File: src/rtl/rtc_timekeeper_if.sv
// Time-load handshake bundle for rtc_timekeeper: valid/ready request, field values, reject pulse.
interface rtc_timekeeper_if;
  logic       set_valid;
  logic       set_ready;
  logic [4:0] set_hour;
  logic [5:0] set_minute;
  logic [5:0] set_second;
  logic       set_err;

  modport master (
    output set_valid, set_hour, set_minute, set_second,
    input  set_ready, set_err
  );

  modport slave (
    input  set_valid, set_hour, set_minute, set_second,
    output set_ready, set_err
  );
endinterface

File: src/rtl/rtc_timekeeper.sv
// Time-of-day core: prescaler, h:m:s chain with carry pulses, validated load, manual increment,
// 12/24h display. Optional sticky alarm enabled by defining RTC_ALARM_EN.
module rtc_timekeeper #(
  parameter int unsigned TICKS_PER_SEC = 65536,
  parameter int unsigned CNT_W         = 16
) (
  input  logic              clock,
  input  logic              reset,
  input  logic              run,
  input  logic              mode_12h,
  rtc_timekeeper_if.slave   set_bus,
  input  logic              inc_pulse,
  input  logic [1:0]        inc_sel,
  output logic [5:0]        second,
  output logic [5:0]        minute,
  output logic [4:0]        hour,
  output logic [4:0]        hour_disp,
  output logic              pm,
  output logic              sec_tick,
  output logic              min_tick,
  output logic              hour_tick,
  output logic              day_tick,
  input  logic [4:0]        alarm_hour,
  input  logic [5:0]        alarm_minute,
  input  logic              alarm_arm,
  input  logic              alarm_ack,
  output logic              alarm
);

  localparam logic [CNT_W-1:0] TermCnt = CNT_W'(TICKS_PER_SEC - 1);

  typedef enum logic [0:0] {StIdle, StAck} state_e;

  state_e           state_q, state_d;
  logic [CNT_W-1:0] presc_q, presc_d;
  logic [5:0]       sec_q, sec_d, min_q, min_d;
  logic [4:0]       hour_q, hour_d;
  logic             sec_tick_q, min_tick_q, hour_tick_q, day_tick_q;
  logic             set_err_q, alarm_q, alarm_d;
  logic             load_ok, load_acc, load_rej, inc_acc, at_term;
  logic             sec_adv, sec_wrap, min_wrap, hour_wrap;

  assign load_ok = (set_bus.set_hour <= 5'd23) && (set_bus.set_minute <= 6'd59) &&
                   (set_bus.set_second <= 6'd59);

  // Load handshake: one accepted load per IDLE->ACK->IDLE round trip.
  always_comb begin
    state_d  = state_q;
    load_acc = 1'b0;
    load_rej = 1'b0;
    case (state_q)
      StIdle: begin
        if (set_bus.set_valid) begin
          if (load_ok) begin
            load_acc = 1'b1;
            state_d  = StAck;
          end else begin
            load_rej = 1'b1;
          end
        end
      end
      StAck:   state_d = StIdle;
      default: state_d = StIdle;
    endcase
  end

  always_comb begin
    presc_d   = presc_q;
    sec_d     = sec_q;
    min_d     = min_q;
    hour_d    = hour_q;
    sec_adv   = 1'b0;
    sec_wrap  = 1'b0;
    min_wrap  = 1'b0;
    hour_wrap = 1'b0;
    inc_acc   = inc_pulse && (inc_sel != 2'b00) && !load_acc;
    at_term   = (presc_q == TermCnt);
    if (load_acc) begin
      presc_d = '0;
      sec_d   = set_bus.set_second;
      min_d   = set_bus.set_minute;
      hour_d  = set_bus.set_hour;
    end else begin
      if (inc_acc) begin
        case (inc_sel)
          2'b01:   sec_d  = (sec_q == 6'd59)  ? 6'd0 : sec_q + 6'd1;
          2'b10:   min_d  = (min_q == 6'd59)  ? 6'd0 : min_q + 6'd1;
          2'b11:   hour_d = (hour_q == 5'd23) ? 5'd0 : hour_q + 5'd1;
          default: ;
        endcase
      end
      // An increment landing on terminal count stalls the prescaler so the second is deferred.
      if (run && !(inc_acc && at_term)) begin
        if (at_term) begin
          presc_d = '0;
          sec_adv = 1'b1;
          if (sec_q == 6'd59) begin
            sec_d    = 6'd0;
            sec_wrap = 1'b1;
            if (min_q == 6'd59) begin
              min_d    = 6'd0;
              min_wrap = 1'b1;
              if (hour_q == 5'd23) begin
                hour_d    = 5'd0;
                hour_wrap = 1'b1;
              end else begin
                hour_d = hour_q + 5'd1;
              end
            end else begin
              min_d = min_q + 6'd1;
            end
          end else begin
            sec_d = sec_q + 6'd1;
          end
        end else begin
          presc_d = presc_q + 1'b1;
        end
      end
    end
  end

`ifdef RTC_ALARM_EN
  logic alarm_hit;
  assign alarm_hit = sec_adv && alarm_arm && (sec_d == 6'd0) && (min_d == alarm_minute) &&
                     (hour_d == alarm_hour);

  always_comb begin
    alarm_d = alarm_q;
    if (alarm_ack || !alarm_arm) begin
      alarm_d = 1'b0;
    end else if (alarm_hit) begin
      alarm_d = 1'b1;
    end
  end
`else
  logic unused_alarm;
  assign unused_alarm = ^{alarm_hour, alarm_minute, alarm_arm, alarm_ack};
  assign alarm_d      = 1'b0;
`endif

  always_ff @(posedge clock or posedge reset) begin
    if (reset) begin
      state_q     <= StIdle;
      presc_q     <= '0;
      sec_q       <= '0;
      min_q       <= '0;
      hour_q      <= '0;
      sec_tick_q  <= 1'b0;
      min_tick_q  <= 1'b0;
      hour_tick_q <= 1'b0;
      day_tick_q  <= 1'b0;
      set_err_q   <= 1'b0;
      alarm_q     <= 1'b0;
    end else begin
      state_q     <= state_d;
      presc_q     <= presc_d;
      sec_q       <= sec_d;
      min_q       <= min_d;
      hour_q      <= hour_d;
      sec_tick_q  <= sec_adv;
      min_tick_q  <= sec_wrap;
      hour_tick_q <= min_wrap;
      day_tick_q  <= hour_wrap;
      set_err_q   <= load_rej;
      alarm_q     <= alarm_d;
    end
  end

  always_comb begin
    hour_disp = hour_q;
    if (mode_12h) begin
      if (hour_q == 5'd0) begin
        hour_disp = 5'd12;
      end else if (hour_q > 5'd12) begin
        hour_disp = hour_q - 5'd12;
      end
    end
  end

  assign pm                = (hour_q >= 5'd12);
  assign second            = sec_q;
  assign minute            = min_q;
  assign hour              = hour_q;
  assign sec_tick          = sec_tick_q;
  assign min_tick          = min_tick_q;
  assign hour_tick         = hour_tick_q;
  assign day_tick          = day_tick_q;
  assign alarm             = alarm_q;
  assign set_bus.set_ready = (state_q == StIdle);
  assign set_bus.set_err   = set_err_q;

endmodule

File: src/flat_wrapper.sv
// flat-port wrapper written by rule: the top's interface ports become plain ports
module rtc_timekeeper_flat 
#(
  parameter int unsigned TICKS_PER_SEC = 65536,
  parameter int unsigned CNT_W         = 16
)
  (clock, reset, run, mode_12h, inc_pulse, inc_sel, second, minute, hour, hour_disp, pm, sec_tick, min_tick, hour_tick, day_tick, alarm_hour, alarm_minute, alarm_arm, alarm_ack, alarm, set_bus_set_valid, set_bus_set_hour, set_bus_set_minute, set_bus_set_second, set_bus_set_ready, set_bus_set_err);
  rtc_timekeeper_if set_bus_i ();
  input  logic clock;
  input  logic reset;
  input  logic run;
  input  logic mode_12h;
  input  logic inc_pulse;
  input  logic [1:0] inc_sel;
  output logic [5:0] second;
  output logic [5:0] minute;
  output logic [4:0] hour;
  output logic [4:0] hour_disp;
  output logic pm;
  output logic sec_tick;
  output logic min_tick;
  output logic hour_tick;
  output logic day_tick;
  input  logic [4:0] alarm_hour;
  input  logic [5:0] alarm_minute;
  input  logic alarm_arm;
  input  logic alarm_ack;
  output logic alarm;
  input wire logic [$bits(set_bus_i.set_valid)-1:0] set_bus_set_valid;
  input wire logic [$bits(set_bus_i.set_hour)-1:0] set_bus_set_hour;
  input wire logic [$bits(set_bus_i.set_minute)-1:0] set_bus_set_minute;
  input wire logic [$bits(set_bus_i.set_second)-1:0] set_bus_set_second;
  output wire logic [$bits(set_bus_i.set_ready)-1:0] set_bus_set_ready;
  output wire logic [$bits(set_bus_i.set_err)-1:0] set_bus_set_err;
  assign set_bus_i.set_valid = set_bus_set_valid;
  assign set_bus_i.set_hour = set_bus_set_hour;
  assign set_bus_i.set_minute = set_bus_set_minute;
  assign set_bus_i.set_second = set_bus_set_second;
  assign set_bus_set_ready = set_bus_i.set_ready;
  assign set_bus_set_err = set_bus_i.set_err;
  rtc_timekeeper #(.TICKS_PER_SEC(TICKS_PER_SEC), .CNT_W(CNT_W)) u_core (.clock(clock), .reset(reset), .run(run), .mode_12h(mode_12h), .set_bus(set_bus_i), .inc_pulse(inc_pulse), .inc_sel(inc_sel), .second(second), .minute(minute), .hour(hour), .hour_disp(hour_disp), .pm(pm), .sec_tick(sec_tick), .min_tick(min_tick), .hour_tick(hour_tick), .day_tick(day_tick), .alarm_hour(alarm_hour), .alarm_minute(alarm_minute), .alarm_arm(alarm_arm), .alarm_ack(alarm_ack), .alarm(alarm));
endmodule
File: config.mk
export PLATFORM = sky130hd
export DESIGN_NAME = rtc_timekeeper_flat
export DESIGN_NICKNAME = d
export VERILOG_FILES = /design/src/rtl/rtc_timekeeper_if.sv /design/src/rtl/rtc_timekeeper.sv /design/src/flat_wrapper.sv
export SDC_FILE = /design/constraint.sdc
export NUM_CORES = 1
export LEC_CHECK = 0
export ABC_AREA = 1
export BUFFER_PORTS_ARGS = -buffer_cell sky130_fd_sc_hd__clkbuf_2
export CAP_MARGIN = 20
export CORE_MARGIN = 10
export CORE_UTILIZATION = 53
export DETAILED_ROUTE_END_ITERATION = 8
export GPL_TIMING_DRIVEN = 1
export PLACE_DENSITY = 0.91
export SETUP_SLACK_MARGIN = 0.5
export SLEW_MARGIN = 20
export SYNTH_ARGS = -nofsm -noshare
export SYNTH_HDL_FRONTEND = slang
export SYNTH_SLANG_ARGS = --single-unit
File: constraint.sdc
create_clock -name clock -period 1.9 [get_ports clock]
set_input_delay 0.095 -clock clock [delete_from_list [all_inputs] [get_ports clock]]
set_output_delay 0.095 -clock clock [all_outputs]
set_load 0.05 [all_outputs]
==> impl_metrics.json, run 1 <==
{
  "cp.required_ps": 2090,
  "syn_avg_cell_area_sq_um": 7.01,
  "cts_htree_levels": 2,
  "drive_gt1_frac": 0.461,
  "regToRegStartpoint": "u_core.presc_q[0]",
  "dp_hpwl_um": 5330,
  "cts_made_buffers": 5,
  "intPower_w": 0.00191,
  "min_path_cells": 3,
  "cts_sinks": 39,
  "r2r_slack_ps": -30,
  "cp_max_fo": 4,
  "hp-start": "set_bus_set_minute[1]",
  "max_clock_freq_ghz": 0.519,
  "finalCritPeriodShare": 1.02,
  "area_growth_pct": 58.7,
  "power_w": 0.00363,
  "grt_max_degree": 40,
  "fin_tns_setup_ps": -81.6,
  "gp_congestion": 0.920,
  "p_clk_frac": 0.163,
  "post_drt_wl_per_cell_um": 21.5,
  "final_nets": 535,
  "cap_violations": 0,
  "clkLatencyLatePin_ps": 310,
  "drcViolationCount": 0,
  "synth.distinct_cells": 34,
  "p_sw_w": 0.00173,
  "start_util": 0.551,
  "leakage_nw": 2.00,
  "worst-setup-path-type": "reg2reg",
  "fin_skew_ps": 11.8,
  "min_to": "u_core.minute[1]",
  "antenna_found_initial": 0,
  "place_inst": 502,
  "grt_pass1_wl_um": 15600,
  "pwr-share-comb": 0.532,
  "worstMarginPinSlew_ps": 524,
  "critPathLaunch": "u_core.presc_q[0]",
  "ys_warn_count": 0,
  "ant_nets": 0,
  "stdcell_count": 557,
  "rr_endpoint": "u_core.presc_q[12]",
  "final_core_util": 0.875,
  "numPortBuffers": 53,
  "rows": 25,
  "syn_nets": 420,
  "worst_slack_ps": -28.6,
  "power.density_mw_per_mm2": 874,
  "layout_min_cycle_time_ps": 1930,
  "cts_tree": "done",
  "vias_per_cell": 6.40,
  "arrival_ps": 2120,
  "dr.pass1.iters": 6,
  "grtUsageTotal": 0.229,
  "drv_slew": 0,
  "num_vias": 3564,
  "synth.cell_area_sq_mm": 0.00262,
  "status": "finished with violations",
  "power_frac_seq": 0.304,
  "switching_share": 0.475,
  "die_w_um": 90.3,
  "antenna_cells": 0,
  "io-pin-count": 68,
  "cts_root_buf": "clkbuf_8",
  "hp-class": "in2reg",
  "clk_pin_slew_ps": 80,
  "cts_buffer_depth": 2,
  "timing.slew.headroom": 0.650,
  "critPathCaptureType": "flop",
  "initialDrtViolationCount": 428,
  "rsz0062_at_grt": "yes",
  "die_h_um": 90.3,
  "syn-instance-count": 374,
  "wl_um": 12000,
  "setup_viol": 5,
  "core_sq_mm": 0.00475,
  "grt-ovfl-total": 0,
  "yosysSeqAreaShare": 0.372,
  "ir_worst_vdd_mv": 0.742,
  "grt_pass1_vias": 3241,
  "hold_slack_ps": -8.17,
  "hold_viol_final": 2,
  "reg2regPathDepth": 11,
  "die-area_sq_mm": 0.00816,
  "startpoint_type": "flop",
  "place_ws_ps": -13.5,
  "failed_checks": "hold timing, setup timing",
  "synth_seq_cells": 39
}
-- metrics by stage --
stage	hold WS (ps)	instance area (sq um)
6_report	-8.17	4160
2_1_floorplan	205	2780
4_1_cts	1.25	3850
3_5_place_dp	220	3210
5_1_grt	1.13	4160
3_3_place_gp	219	3210
-- layer usage --
layer,vias up,share of wire,global-route usage
met5,-,0,0
met4,0,0.094,0.115
met3,134,0.11,0.0457
met2,366,0.46,0.410
met1,1618,0.33,0.250
li1,1446,-,-
-- what timing repair did --
item / CTS / global route
buffers inserted: 23 / 16
gates cloned: 4 / 0
gates resized for setup: 68 / 56
pin swaps: 28 / 25
hold buffers: 4 / 0
endpoints found under the hold margin: 42 / 0
endpoints found under the setup margin: 42 / 45
-- placed cells by master, fill, tap and decap left out, drive strengths merged, types with 2 or more instances in the layout --
cell type and n:
nand2 116, nor2 37, xor2 7, dlygate4sd3 4, ha 8, clkbuf 57
nor3 10, or2 2, nand3 41, buf 58, nand4 14, a21oi 14
inv 49, clkinv 3, o21ai 23, dfrtp 39, o31ai 2
-- cells in the mapped netlist (all sizes together) --
library cell  number  area, sq um
inv               50          188
o21ai             23          115
xnor2              1         8.76
a21oi             14         70.1
buf                4         35.0
nand2            113          444
ha                 8          100
a31oi              1         6.26
a21boi             1         7.51
xor2               7         61.3
or2                2         12.5
conb               1         3.75
dfrtp             39          976
o21a               1         7.51
nand4             14         93.8
nor2              37          159
clkinv             1         5.00
o31ai              2         15.0
a221oi             1         8.76
nand3             41          233
clkbuf             3         11.3
nor3              10         60.1
-- kinds of logic (layout without fill, tap and decap cells) --
group | Yosys count | count (layout) | synth area share
and+or+nand+nor | 217 | 220 | 0.382
buffers and inverters | 58 | 171 | 0.0912
AOI/OAI and AO/OA | 43 | 43 | 0.0878
DFF | 39 | 39 | 0.372
adders and majority gates | 8 | 8 | 0.0382
xor gates and xnor gates | 8 | 8 | 0.0267
other | 1 | 1 | 0.00143
-- worst max-delay path by stage --
stage / endpoint / slack (ps) / cells past startpoint
finish: u_core.presc_q[12] / -30 / 11
global route: u_core.presc_q[11] / -70 / 10
CTS: u_core.hour[0] / 140 / 9
detailed placement: u_core.second[4] / -10 / 11
global placement: u_core.second[4] / 60 / 11
floorplan: u_core.hour[0] / 110 / 10
-- critical path: stages, from the launching register on --
cell and delay, ps:
dfrtp_1 440, ha_4 190, nand3_4 90, inv_2 90
nand2_2 70, nor2_4 140, nand3_4 160, nand2_8 160
buf_4 150, nor2_1 60, o21ai_1 190, a21oi_1 70
-- state kept, by name (all words and copies together), names as in the netlist --
name	cells
u_core.sec_tick	1
u_core.presc_q	16
u_core.hour_tick	1
u_core.minute	6
u_core.min_tick	1
u_core.second	6
u_core.set_bus.set_err	1
u_core.hour	5
u_core.state_q	1
u_core.day_tick	1
-- area by class of cell --
cell class	count	area, sq um
Timing Repair Buffer	111	867
Multi-Input combinational cell	280	1900
Timing Repair inverter	1	8.76
Sequential cell	39	992
Inverter	51	224
Clock buffer	8	80.1
Tap cell	67	83.8
Fill cell	226	596
-- power by group through the flow --
stage / Clock (W) / Combinational (W) / Sequential [W]
2_1_floorplan: 0 / 0.000708 / 0.00135
3_3_place_gp: 0 / 0.00128 / 0.00108
3_5_place_dp: 0 / 0.00132 / 0.00109
4_1_cts: 0.000557 / 0.00164 / 0.00108
5_1_grt: 0.000624 / 0.00201 / 0.00111
6_report: 0.000593 / 0.00193 / 0.00111
Power figures use the tool's default switching activity.
==> run 2: changes to the inputs <==
--- a/config.mk
+++ b/config.mk
@@ -13,6 +13,7 @@
 export DETAILED_ROUTE_END_ITERATION = 8
 export GPL_TIMING_DRIVEN = 1
 export PLACE_DENSITY = 0.91
+export RECOVER_POWER = 25
 export SETUP_SLACK_MARGIN = 0.5
 export SLEW_MARGIN = 20
 export SYNTH_ARGS = -nofsm -noshare
==> run 2 against run 1 <==
Compared with the run above:
- the flow still finishes with violations (hold timing, setup timing)
- core utilization is 0.11 points lower
- total power hardly changed
- non-clock buffer count unchanged
- hold slack got worse by 4.3 ps
- routed wire length fell by 0.22%
- largest power group unchanged
- fmax about the same
- combinational power is essentially flat
==> impl_metrics.json, run 2 (synthesis gave the netlist of run 1 again) <==
{
  "start_util": 0.551,
  "power_frac_seq": 0.303,
  "cts_tree": "done",
  "drive_gt1_frac": 0.459,
  "die_h_um": 90.3,
  "vias_per_cell": 6.33,
  "final_cell_mix": "nand2_1, clkbuf_2, buf_4",
  "pwr-share-comb": 0.532,
  "cap_violations": 0,
  "cts_htree_levels": 2,
  "core_sq_mm": 0.00475,
  "status": "finished with violations",
  "clk_pin_slew_ps": 90,
  "gp_congestion": 0.920,
  "dp_hpwl_um": 5330,
  "cp_cell_sequence": "buf_4 -> inv_1 -> nor3_2 -> buf_4 -> buf_4 -> nand3_1 -> xor2_1 -> nor2_1 -> nand3_2 -> nand2_1",
  "clkLatencyLatePin_ps": 310,
  "setup_viol": 5,
  "fillers": 228,
  "startpoint_type": "flop",
  "antenna_cells": 0,
  "cts_root_buf": "clkbuf_8",
  "stdcell_count": 557,
  "path_buf_inv": 4,
  "rr_endpoint": "u_core.presc_q[11]",
  "ant_nets": 0,
  "dr.pass1.iters": 5,
  "min_path_cells": 3,
  "slowest_stage": "dfrtp_1",
  "grt-ovfl-total": 0,
  "hp-class": "in2reg",
  "cp.required_ps": 2090,
  "rows": 25,
  "mostFrequentLayoutCell": "nand2_1",
  "final_core_util": 0.874,
  "worst_slack_ps": -29.0,
  "cts_made_buffers": 5,
  "regArea_sq_um": 992,
  "hold_viol_final": 2,
  "critPathCaptureType": "flop",
  "place_inst": 502,
  "largest-register": "u_core.presc_q",
  "slowest_delay_ps": 440,
  "timing.slew.headroom": 0.309,
  "die_w_um": 90.3,
  "antenna_found_initial": 0,
  "rsz0062_at_grt": "yes",
  "crit_family": "simple AND/OR/NAND/NOR gates",
  "cp_max_fo": 4,
  "multiInputGateArea_sq_mm": 0.00190,
  "cts_sinks": 39,
  "regToRegStartpoint": "u_core.presc_q[0]",
  "area_growth_pct": 58.5,
  "place_ws_ps": -13.5,
  "finalCritPeriodShare": 1.02,
  "arrival_ps": 2120,
  "wl_um": 11900,
  "io-pin-count": 68,
  "largest_reg_flops": 16,
  "p_clk_frac": 0.164,
  "r2r_slack_ps": -30,
  "crit_top_cell": "buf_4",
  "reg2regPathDepth": 10,
  "drv_slew": 0,
  "num_vias": 3526,
  "power.density_mw_per_mm2": 876,
  "leakage_nw": 2.00,
  "min_to": "u_core.minute[1]",
  "final_nets": 535,
  "worstMarginPinSlew_ps": 1040,
  "grt_pass1_vias": 3241,
  "numPortBuffers": 53,
  "failed_checks": "hold timing, setup timing",
  "intPower_w": 0.00191,
  "switching_share": 0.475,
  "ir_worst_vdd_mv": 0.739,
  "fin_skew_ps": 10.6,
  "grt_pass1_wl_um": 15600,
  "p_sw_w": 0.00173,
  "drcViolationCount": 0,
  "cts_buffer_depth": 2,
  "grtUsageTotal": 0.229,
  "max_clock_freq_ghz": 0.518,
  "grt_max_degree": 40,
  "initialDrtViolationCount": 367,
  "hold_slack_ps": -12.5,
  "worst-setup-path-type": "reg2reg",
  "post_drt_wl_per_cell_um": 21.4,
  "layout_min_cycle_time_ps": 1930,
  "die-area_sq_mm": 0.00816,
  "hp-start": "set_bus_set_minute[1]"
}
run 2: worst max-delay path by stage:
stage	from	end	slack, ps	depth (start not counted)
finish	u_core.presc_q[0]	u_core.presc_q[11]	-30	10
global route	u_core.presc_q[0]	u_core.presc_q[11]	-70	10
CTS	u_core.presc_q[6]	u_core.hour[0]	140	9
detailed placement	u_core.presc_q[1]	u_core.second[4]	-10	11
global placement	u_core.presc_q[0]	u_core.second[4]	60	11
floorplan	u_core.second[1]	u_core.hour[0]	110	10
run 2: area by class of cell:
cell class | count | share of cell area
multi-input combinational | 280 | 0.458
clock buffer | 8 | 0.0193
sequential | 39 | 0.239
tap | 67 | 0.0202
timing repair inverter | 1 | 0.00211
inverter | 51 | 0.0539
timing repair buffer | 111 | 0.208
run 2: per-layer routing:
metal  part of all wire  track usage  wire length (um)
met1               0.34        0.250              4060
met2               0.46        0.410              5510
met3               0.10       0.0457              1230
met4              0.095        0.115              1130
met5                  0            0                 0
run 2: power by group through the flow:
stage	logic, W	registers (W)	clock network (W)
2_1_floorplan	0.000708	0.00135	0
3_3_place_gp	0.00128	0.00108	0
3_5_place_dp	0.00132	0.00109	0
4_1_cts	0.00164	0.00108	0.000557
5_1_grt	0.00201	0.00111	0.000624
6_report	0.00194	0.00110	0.000598
run 2: through the flow:
stage	total power (W)	hold slack [ps]	TNS, ps	cell area [sq um]
5_1_grt	0.00375	1.13	-779	4150
6_report	0.00364	-12.5	-81.8	4150
3_3_place_gp	0.00235	219	0	3210
4_1_cts	0.00328	1.25	0	3850
3_5_place_dp	0.00240	220	-13.5	3210
2_1_floorplan	0.00206	205	0	2780
run 2: worst min-delay path: cells and delay by family:
| family | cells | cell delay, ps |
|---|---|---|
| simple gates | 2 | 90 |
| buf+inv | 1 | 70 |
run 2: repair_timing:
action                                  in CTS  in global routing
hold buffers                                 4                  0
pin swaps                                   28                 25
endpoints found under the setup margin      42                 45
endpoints found under the hold margin       42                  0
gates cloned                                 4                  0
resized for setup                           68                 56
buffers inserted                            23                 16
==> run 3: changes to the inputs <==
--- a/config.mk
+++ b/config.mk
@@ -15,6 +15,7 @@
 export PLACE_DENSITY = 0.91
 export RECOVER_POWER = 25
 export SETUP_SLACK_MARGIN = 0.5
+export SKIP_CTS_REPAIR_TIMING = 1
 export SLEW_MARGIN = 20
 export SYNTH_ARGS = -nofsm -noshare
 export SYNTH_HDL_FRONTEND = slang
==> run 3 against run 2 <==
Compared with the run above:
- the flow still finishes with violations (hold timing, setup timing)
- non-clock buffer count down 12
- count of clock-buffer cells in the layout did not move
- sequential cell count did not move
- hold slack better by 8.6 ps
- die area unchanged
- critical path depth is the same
- sequential share of layout area grew 0.75 points
==> impl_metrics.json, run 3 (synthesis gave the netlist of run 1 again) <==
{
  "status": "finished with violations",
  "failed_checks": "hold timing, setup timing",
  "initialDrtViolationCount": 529,
  "hold_viol_final": 4,
  "setup_viol": 11,
  "wl_um": 10600,
  "area_growth_pct": 53.7,
  "rr_endpoint": "u_core.hour[4]",
  "fin_tns_setup_ps": -320,
  "ant_nets": 0,
  "crit_family": "simple AND/OR/NAND/NOR gates",
  "clkLatencyLatePin_ps": 300,
  "die-area_sq_mm": 0.00816,
  "hold_slack_ps": -3.91,
  "gp_congestion": 0.920,
  "leakage_nw": 1.96,
  "grtUsageTotal": 0.173,
  "num_vias": 3328,
  "numPortBuffers": 53,
  "fillers": 247,
  "cts_htree_levels": 2,
  "hp-class": "in2reg",
  "r2r_slack_ps": -80,
  "cp.required_ps": 2090,
  "largest_reg_flops": 16,
  "antenna_found_initial": 0,
  "cp_max_fo": 6,
  "vias_per_cell": 6.10,
  "timing.slew.headroom": 0.325,
  "finalCritPeriodShare": 1.04,
  "power.density_mw_per_mm2": 853,
  "cts_root_buf": "clkbuf_8",
  "core_sq_mm": 0.00475,
  "path_buf_inv": 0,
  "slowest_stage": "dfrtp_1",
  "grt_max_degree": 40,
  "drive_gt1_frac": 0.438,
  "final_cell_mix": "nand2_1, clkbuf_2, inv_1",
  "regToRegStartpoint": "u_core.presc_q[1]",
  "cts_tree": "done",
  "start_util": 0.551,
  "slowest_delay_ps": 420,
  "io-pin-count": 68,
  "grt-ovfl-total": 0,
  "worst-setup-path-type": "reg2reg",
  "ir_worst_vdd_mv": 0.731,
  "reg2regPathDepth": 10,
  "stdcell_count": 546,
  "die_w_um": 90.3,
  "min_path_cells": 3,
  "startpoint_type": "flop",
  "drcViolationCount": 0,
  "worstMarginPinSlew_ps": 1010,
  "cts_sinks": 39,
  "post_drt_wl_per_cell_um": 19.3,
  "fin_skew_ps": 10.9,
  "antenna_cells": 0,
  "rows": 25,
  "cts_made_buffers": 5,
  "die_h_um": 90.3,
  "layout_min_cycle_time_ps": 1980,
  "drv_slew": 0,
  "dp_hpwl_um": 5330,
  "cp_cell_sequence": "ha_4 -> nand3_4 -> nor2_4 -> nand4_1 -> nor2_4 -> nand4_4 -> nand2_4 -> nand2_1 -> nand3_1 -> nand2_1",
  "arrival_ps": 2180,
  "min_to": "u_core.minute[0]",
  "place_inst": 502,
  "critPathLaunch": "u_core.presc_q[1]",
  "hp-start": "set_bus_set_minute[0]",
  "cts_buffer_depth": 2,
  "rsz0062_at_grt": "yes",
  "dr.pass1.iters": 5,
  "critPathCaptureType": "flop",
  "final_nets": 524,
  "grt_pass1_vias": 2670,
  "final_core_util": 0.847,
  "clk_pin_slew_ps": 90,
  "worst_slack_ps": -83.8,
  "cap_violations": 0,
  "grt_pass1_wl_um": 12100,
  "max_clock_freq_ghz": 0.504,
  "mostFrequentLayoutCell": "nand2_1",
  "largest-register": "u_core.presc_q"
}
run 3: through the flow:
step                      power, W  setup WS (ps)  hold slack (ps)  instance area [sq um]
after floorplan            0.00206            109              205                   2780
after global placement     0.00235           60.5              219                   3210
after detailed placement   0.00240          -13.5              220                   3210
after CTS                  0.00295           -198            -90.4                   3290
after global routing       0.00356           -131             14.2                   4030
final                      0.00343          -83.8            -3.91                   4030
run 3: area by class of cell:
type / instances / area [sq um] / share of cell area
Multi-Input combinational cell: 281 / 1930 / 0.479
Sequential cell: 39 / 992 / 0.246
Timing Repair Buffer: 99 / 714 / 0.177
Inverter: 51 / 216 / 0.0537
Tap cell: 67 / 83.8 / 0.0208
Clock buffer: 8 / 80.1 / 0.0199
Timing Repair inverter: 1 / 11.3 / 0.00280
run 3: worst reg2reg max path, delay by kind of cell, from the launching register on:
kind	cells	cell delay (ps)
flops	1	420
fa+ha+maj	1	190
simple gates	9	1280
run 3: power breakdown:
part | internal [W] | switching [W] | total [W]
combinational | 0.000593 | 0.00116 | 0.00175
sequential | 0.000947 | 0.000151 | 0.00110
clock | 0.000262 | 0.000321 | 0.000583
total | 0.00180 | 0.00163 | 0.00343
run 3: worst max path at each step:
stage,endpoint,slack [ps],cells after the start
CTS,hour_disp[2],-200,6
floorplan,u_core.hour[0],110,10
finish,u_core.hour[4],-80,10
detailed placement,u_core.second[4],-10,11
global placement,u_core.second[4],60,11
global route,u_core.hour[4],-130,10
run 3: layer usage:
metal,global-route usage,vias to the layer above,share of wire
met5,0,-,0
met4,0.0584,0,0.046
met3,0.0399,68,0.10
met2,0.303,290,0.50
met1,0.202,1549,0.36
li1,-,1421,-
